## src/rtl/dmem_arbiter.sv

```systemverilog
// dmem_arbiter: round-robin CPU/loader arbiter and sequencer for data_memory.
// Optional loader burst lock is built when DMEM_ARB_LOCK_EN is defined.
module dmem_arbiter #(
    parameter int WIDTH    = 32,
    parameter int LOCK_MAX = 16
) (
    input  logic             clk,
    input  logic             rst,
    input  logic             cpu_req,
    input  logic             cpu_we,
    input  logic [2:0]       cpu_mode,
    input  logic [WIDTH-1:0] cpu_addr,
    input  logic [WIDTH-1:0] cpu_wdata,
    output logic             cpu_ack,
    output logic             cpu_err,
    output logic [WIDTH-1:0] cpu_rdata,
    input  logic             ldr_req,
    input  logic             ldr_we,
    input  logic [2:0]       ldr_mode,
    input  logic [WIDTH-1:0] ldr_addr,
    input  logic [WIDTH-1:0] ldr_wdata,
    output logic             ldr_ack,
    output logic             ldr_err,
    output logic [WIDTH-1:0] ldr_rdata,
    input  logic             ldr_lock,
    output logic [2:0]       mem_mode,
    output logic [WIDTH-1:0] mem_addr,
    output logic [WIDTH-1:0] mem_wdata,
    output logic             mem_we,
    input  logic [WIDTH-1:0] mem_rdata
);

    logic             cpu_ack_q, cpu_ack_d;
    logic             cpu_err_q, cpu_err_d;
    logic [WIDTH-1:0] cpu_rdata_q, cpu_rdata_d;
    logic             ldr_ack_q, ldr_ack_d;
    logic             ldr_err_q, ldr_err_d;
    logic [WIDTH-1:0] ldr_rdata_q, ldr_rdata_d;
    logic             last_q, last_d;

    logic cpu_elig, ldr_elig;
    logic grant_cpu, grant_ldr;
    logic cpu_excl, force_clr;
    logic sel_we, sel_ok;

    function automatic logic legal(input logic [2:0] mode,
                                   input logic [1:0] lsb);
        legal = 1'b0;
        unique case (1'b1)
            (mode == 3'b001):                   legal = (lsb == 2'b00);
            (mode == 3'b010), (mode == 3'b100): legal = ~lsb[0];
            (mode == 3'b011), (mode == 3'b101): legal = 1'b1;
            default:                            legal = 1'b0;
        endcase
    endfunction

    // An ack in flight blocks that port for one cycle of turnaround
    assign cpu_elig  = cpu_req & ~cpu_ack_q & ~cpu_excl;
    assign ldr_elig  = ldr_req & ~ldr_ack_q;
    assign grant_cpu = cpu_elig & (~ldr_elig | last_q);
    assign grant_ldr = ldr_elig & ~grant_cpu;

`ifdef DMEM_ARB_LOCK_EN
    localparam int CW = $clog2(LOCK_MAX + 1);

    logic          lock_q, lock_d;
    logic [CW-1:0] cnt_q, cnt_d;

    always_comb begin
        lock_d    = lock_q;
        cnt_d     = '0;
        force_clr = 1'b0;
        if (lock_q) begin
            cnt_d = cnt_q + 1'b1;
            if (cnt_d == CW'(LOCK_MAX)) begin
                force_clr = 1'b1;
                lock_d    = 1'b0;
                cnt_d     = '0;
            end else if (!ldr_lock) begin
                lock_d = 1'b0;
                cnt_d  = '0;
            end
        end else begin
            lock_d = grant_ldr & ldr_lock;
        end
    end

    always_ff @(posedge clk or posedge rst) begin
        if (rst) begin
            lock_q <= 1'b0;
            cnt_q  <= '0;
        end else begin
            lock_q <= lock_d;
            cnt_q  <= cnt_d;
        end
    end

    assign cpu_excl = lock_q;
`else
    logic unused_lock;
    assign unused_lock = ldr_lock;
    assign cpu_excl    = 1'b0;
    assign force_clr   = 1'b0;
`endif

    always_comb begin
        mem_mode  = cpu_mode;
        mem_addr  = cpu_addr;
        mem_wdata = cpu_wdata;
        sel_we    = cpu_we;
        if (grant_ldr) begin
            mem_mode  = ldr_mode;
            mem_addr  = ldr_addr;
            mem_wdata = ldr_wdata;
            sel_we    = ldr_we;
        end
        sel_ok = legal(mem_mode, mem_addr[1:0]);
        mem_we = (grant_cpu | grant_ldr) & sel_ok & sel_we & ~rst;
    end

    always_comb begin
        cpu_ack_d   = grant_cpu;
        cpu_err_d   = grant_cpu & ~sel_ok;
        cpu_rdata_d = cpu_rdata_q;
        ldr_ack_d   = grant_ldr;
        ldr_err_d   = grant_ldr & ~sel_ok;
        ldr_rdata_d = ldr_rdata_q;
        last_d      = last_q;
        if (grant_cpu) begin
            cpu_rdata_d = sel_ok ? mem_rdata : '0;
            last_d      = 1'b0;
        end
        if (grant_ldr) begin
            ldr_rdata_d = sel_ok ? mem_rdata : '0;
            last_d      = 1'b1;
        end
        // A lock that timed out hands the next tie to the CPU
        if (force_clr) last_d = 1'b1;
    end

    always_ff @(posedge clk or posedge rst) begin
        if (rst) begin
            cpu_ack_q   <= 1'b0;
            cpu_err_q   <= 1'b0;
            cpu_rdata_q <= '0;
            ldr_ack_q   <= 1'b0;
            ldr_err_q   <= 1'b0;
            ldr_rdata_q <= '0;
            last_q      <= 1'b1;
        end else begin
            cpu_ack_q   <= cpu_ack_d;
            cpu_err_q   <= cpu_err_d;
            cpu_rdata_q <= cpu_rdata_d;
            ldr_ack_q   <= ldr_ack_d;
            ldr_err_q   <= ldr_err_d;
            ldr_rdata_q <= ldr_rdata_d;
            last_q      <= last_d;
        end
    end

    assign cpu_ack   = cpu_ack_q;
    assign cpu_err   = cpu_err_q;
    assign cpu_rdata = cpu_rdata_q;
    assign ldr_ack   = ldr_ack_q;
    assign ldr_err   = ldr_err_q;
    assign ldr_rdata = ldr_rdata_q;

endmodule

```

## config.mk

```make
export PLATFORM = sky130hd
export DESIGN_NAME = dmem_arbiter
export DESIGN_NICKNAME = d
export VERILOG_FILES = /design/src/rtl/dmem_arbiter.sv
export SDC_FILE = /design/constraint.sdc
export NUM_CORES = 1
export LEC_CHECK = 0
export ABC_CLOCK_PERIOD_IN_PS = 2870
export CAP_MARGIN = 10
export CORE_AREA = 4 4 119 121
export DETAILED_ROUTE_END_ITERATION = 6
export DIE_AREA = 0 0 123 125
export PLACE_DENSITY = 0.73
export SLEW_MARGIN = 40
export SYNTH_ARGS = -nofsm -noshare
export SYNTH_HDL_FRONTEND = slang
export SYNTH_SLANG_ARGS = --single-unit
```

## constraint.sdc

```tcl
create_clock -name clk -period 2.87 [get_ports clk]
set_input_delay 0.287 -clock clk [delete_from_list [all_inputs] [get_ports clk]]
set_output_delay 0.287 -clock clk [all_outputs]
set_load 0.02 [all_outputs]
```

-- Word level (Yosys, flattened, before mapping)
Index checks and enable logic that the tools add are counted.
- add/sub/neg operators: 0
- multiply operators: 0
- div/mod/pow operators: 0
- order comparisons: 0
- equal/unequal tests: 5
- shifts and indexed selects: 0
- multiplexer cells: 8
- bitwise gates (word level): 18
- reductions and logical operators: 4
- operators with widths (cell ; number):
    $mux W32 ; 3
    $and A1 B1 Y1 ; 9
    $not A1 Y1 ; 7
    $eq A3 B2 Y1 const B ; 2
    $eq A3 B3 Y1 const B ; 2
    $reduce_or A2 Y1 ; 2
    $eq A3 B1 Y1 const B ; 1
    $mux W1 ; 3
    $mux W3 ; 1
    $pmux W1 S3 ; 1
    $logic_not A2 Y1 ; 1
    $or A1 B1 Y1 ; 2
    $reduce_bool A2 Y1 ; 1
- register bits after elaboration: 69
- bits in latches: 0
- memory bits (writable): 0
- memory bits (read-only): 0
- input port bits: 173
- output and inout port bits: 136
- memories: 0

-- Longest topological paths before layout
- depth after elaboration: 14
- depth in mapped cells: 6

-- Worst setup path before layout
OpenSTA, ideal clock, no wires.
- path type: input to output
- from: in rst
- to: out mem_we
- data arrival time: 2.489 ns
- path slack: 0.094 ns
- cell stages on the path: 3
- cells stage by stage: inv_1 nand2_1 o32ai_1
- longest elaborated chain between the ends: 2
- RTL lines (item ; line ; source):
    from (decl) ; 8 ; input logic rst,
    $not A1 Y1 ; 118 ; mem_we = (grant_cpu | grant_ldr) & sel_ok & sel_we & ~rst;
    $and A1 B1 Y1 ; 118 ;
    to (decl) ; 29 ; output logic mem_we,
No other way between the ends.

-- Worst setup path in the final report
- from: reg last_q
- to: out mem_addr[11]
- longest elaborated chain between the ends: 5
- RTL lines (item ; line ; source):
    from (decl) ; 39 ; logic last_q, last_d;
    from (signal assigned) ; 157 ; last_q <= last_d;
    $or A1 B1 Y1 ; 60 ; assign grant_cpu = cpu_elig & (~ldr_elig | last_q);
    $and A1 B1 Y1 ; 60 ;
    $not A1 Y1 ; 61 ; assign grant_ldr = ldr_elig & ~grant_cpu;
    $and A1 B1 Y1 ; 61 ;
    $mux W32 ; 111 ; if (grant_ldr) begin
    to (decl) ; 27 ; output logic [WIDTH-1:0] mem_addr,
No other way between the ends.

==> metrics.md <==
| Metric | Value |
|---|---|
| Setup Total Neg Slack | 0 ns |
| Yosys top cell by area | dfrtp_1 |
| Crit path launch type | flop |
| Seq/Total Area, Yosys | 44.5% |
| Worst Setup Slack post-DPL | 0.240 ns |
| Detailed Route WL | 17,100 um |
| Leak pwr | 2.83 nW |
| Final Hold Fails | 0 |
| Syn Inst Count | 321 |
| CTS Buf Count | 9 |
| Clk root buf | clkbuf_16 |
| Clock sink total | 69 |
| Post CTS Setup Buffer Count | 0 |
| XOR/XNOR Fraction of Synth Area | 0% |
| Row cnt | 42 |
| Multiplexer area fraction after synthesis | 19.4% |
| Syn Area/Cell | 12.1 um^2 |
| Syn Nets | 494 |
| First-pass GRT wire length | 25,600 um |
| Final core utilization | 55.7% |
| Crit. End Element | output port |
| Slew @ Worst Pin | 0.562 ns |
| Outcome | finished, final reports clean |
| Yosys warns | 0 |
| Max Cap Viol | 0 |
| Post-CTS sizing | 0 |
| Layout cells sized above 1 | 17.8% |
| Worst endpoint required time | 2.58 ns |
| Number of synthesized register bits | 69 |
| Clock Latency Late Sink | 0.32 ns |
| M1 wire length | 6200 um |
| Vias in the first global route | 4,336 |
| Vias | 3,993 |
| Die Wd | 123 um |
| Worst vdd rail ir drop | 0.239 mV |
| H-Tree Depth | 3 |
| Synth cell types | 26 |
| Setup Crit Path Kind | reg -> out |
| Initial antenna violation count | 0 |
| Routed Antenna Nets | 0 |
| Minimum clock period | 2.68 ns |
| Vert. Die Dim | 125 um |
| Pwr Density | 598 mW/mm^2 |
| Largest net degree at the start of global routing | 45 |
| Routed length on met3 | 1640 um |
| GRT Util Overall | 21.8% |
| Routability cong. | 0.855 |
| # IOs | 309 |
| Layout Area Growth over Synthesis | 87.6% |
| Post-Synth Simple-Gate Area | 10.7% |
| Nets | 790 |
| Area share of the largest cell type after synthesis | 43.8% |
| Die area | 0.0154 mm^2 |
| Crit path max fanout | 38 |
| Drt first pass iters | 5 |
| Max Buffers Root-to-Sink | 2 |
| Synth Area in Compound Gates | 18.3% |
| HP Class | in -> async |
| Grt total ovfl | 0 |
| Placed cells | 782 |
| Largest cells by area after synthesis | dfrtp_1, mux2_2, o2bb2ai_1 |
| CTS tree | built |
| Setup ws final | 0.188 ns |
| DR WL met2 | 8870 um |
| Slowest cell on crit path | clkdlybuf4s50_1 |
| DR iter-0 viols | 273 |
| Non-Filler Instances | 793 |
| Adder-cell share of the synthesized area | 0% |
| Reg clk slew, reported paths | 0.05 ns |
| Worst reg2reg path startpoint | ldr_ack |
| WHS | 0.447 ns |
| Hold Buf Count CTS | 0 |
| Max Fclk | 373 MHz |
| Antenna diodes | 0 |
| Post-Syn Area | 0.00388 mm^2 |
| Via/cell ratio | 5.04 |
| Delay of the slowest cell on the worst path | 0.58 ns |
| Unrepaired setup endpoints after global routing | false |
| Core ar. | 0.0131 mm^2 |
| Final setup viols | 0 |
| Final period util | 93.4% |
| WL per Instance | 21.6 um |
| Pins over their slew limit | 0 |
| CP Launch Point | last_q |
| Placed wire-length estimate | 13,600 um |
| DR top layer | met4 |
| DRC Markers | 0 |
| I/O Buffers | 307 |
| CP cell instances | nand3b_4, nand2_4, buf_12, mux2_2, clkdlybuf4s50_1 |
| Critical Path AT | 2.39 ns |
| Worst slew margin | 62.5% |
| Clock Skew | 0.00337 ns |
| Largest family of logic cells by synthesized area | multiplexers |
| Starting Density | 29.7% |
==> metal layers <==
layer / up-vias / global-route usage, %
li1: 1817 / -
met1: 1907 / 24.3
met2: 243 / 38.7
met3: 26 / 6.68
met4: 0 / 7.88
met5: - / 0
==> cells by family after synthesis <==
family	count (synthesis)
compound gates	73
buf+inv	37
flops	69
mux	67
simple gates	75
==> area by class of cell <==
| cell class | count | area [um^2] |
|---|---|---|
| tap | 176 | 220 |
| sequential | 69 | 1730 |
| multi-input combinational | 215 | 1900 |
| inverter | 3 | 11.3 |
| clock buffer | 11 | 243 |
| timing repair buffer | 319 | 3190 |
| fill | 1139 | 5800 |
==> flip-flops by register name (all words and copies together), names as in the netlist <==
signal,count
cpu_rdata,32
ldr_rdata,32
cpu_ack,1
cpu_err,1
last_q,1
ldr_ack,1
ldr_err,1
==> path summary, 6_finish.rpt <==
| check | end | slack (ns) | depth (start not counted) |
|---|---|---|---|
| min in group clk | ldr_rdata[11] | 0.49 | 1 |
| worst min register to register | ldr_rdata[11] | 0.49 | 1 |
| worst min-delay path | ldr_rdata[31] | 0.45 | 3 |
| worst max-delay path | mem_addr[11] | 0.19 | 5 |
| worst max register to register | cpu_err | 1.12 | 5 |
| max in group asynchronous | ldr_rdata[29] | 1.95 | 3 |
==> worst max-delay path, delay by kind of cell (launching register included) <==
kind	cells	cell delay, ns
simple gates	2	0.29
buf+inv	2	0.82
flops	1	0.56
mux	1	0.36
==> Yosys cell counts (all sizes together) <==
cell and instances:
nand3 64, clkbuf 4, nand3b 1, and2 1, o21a 2, nand2 5
o21ba 2, o21bai 2, buf 30, o2bb2ai 64, dfrtp 68, o221ai 2
mux2 67, inv 3, dfstp 1, or3b 1, nand4 1, o32ai 1
nor2b 2
==> stage by stage <==
stage,cell area (um^2),power [mW]
6_report,7290,4.36
2_1_floorplan,3880,2.40
4_1_cts,7290,4.40
3_5_place_dp,7050,3.44
5_1_grt,7290,4.55
3_3_place_gp,7050,3.41
==> where the power goes <==
group	switching, mW	internal, mW
Combinational	1.01	1.08
Clock	0.356	0.583
Sequential	0.140	1.18
Total	1.51	2.85
==> layout by cell type, fill, tap and decap left out, types with 2 or more instances in the layout <==
master,instances
buf_12,2
nor2b_2,2
o2bb2ai_1,54
clkbuf_16,9
clkdlybuf4s50_1,307
o21a_1,2
buf_4,10
nand2_1,3
inv_1,2
mux2_2,67
o2bb2ai_2,10
dfrtp_1,68
o21bai_1,2
nand3_1,64
o21ba_2,2
(Power assumes the default switching activity.)
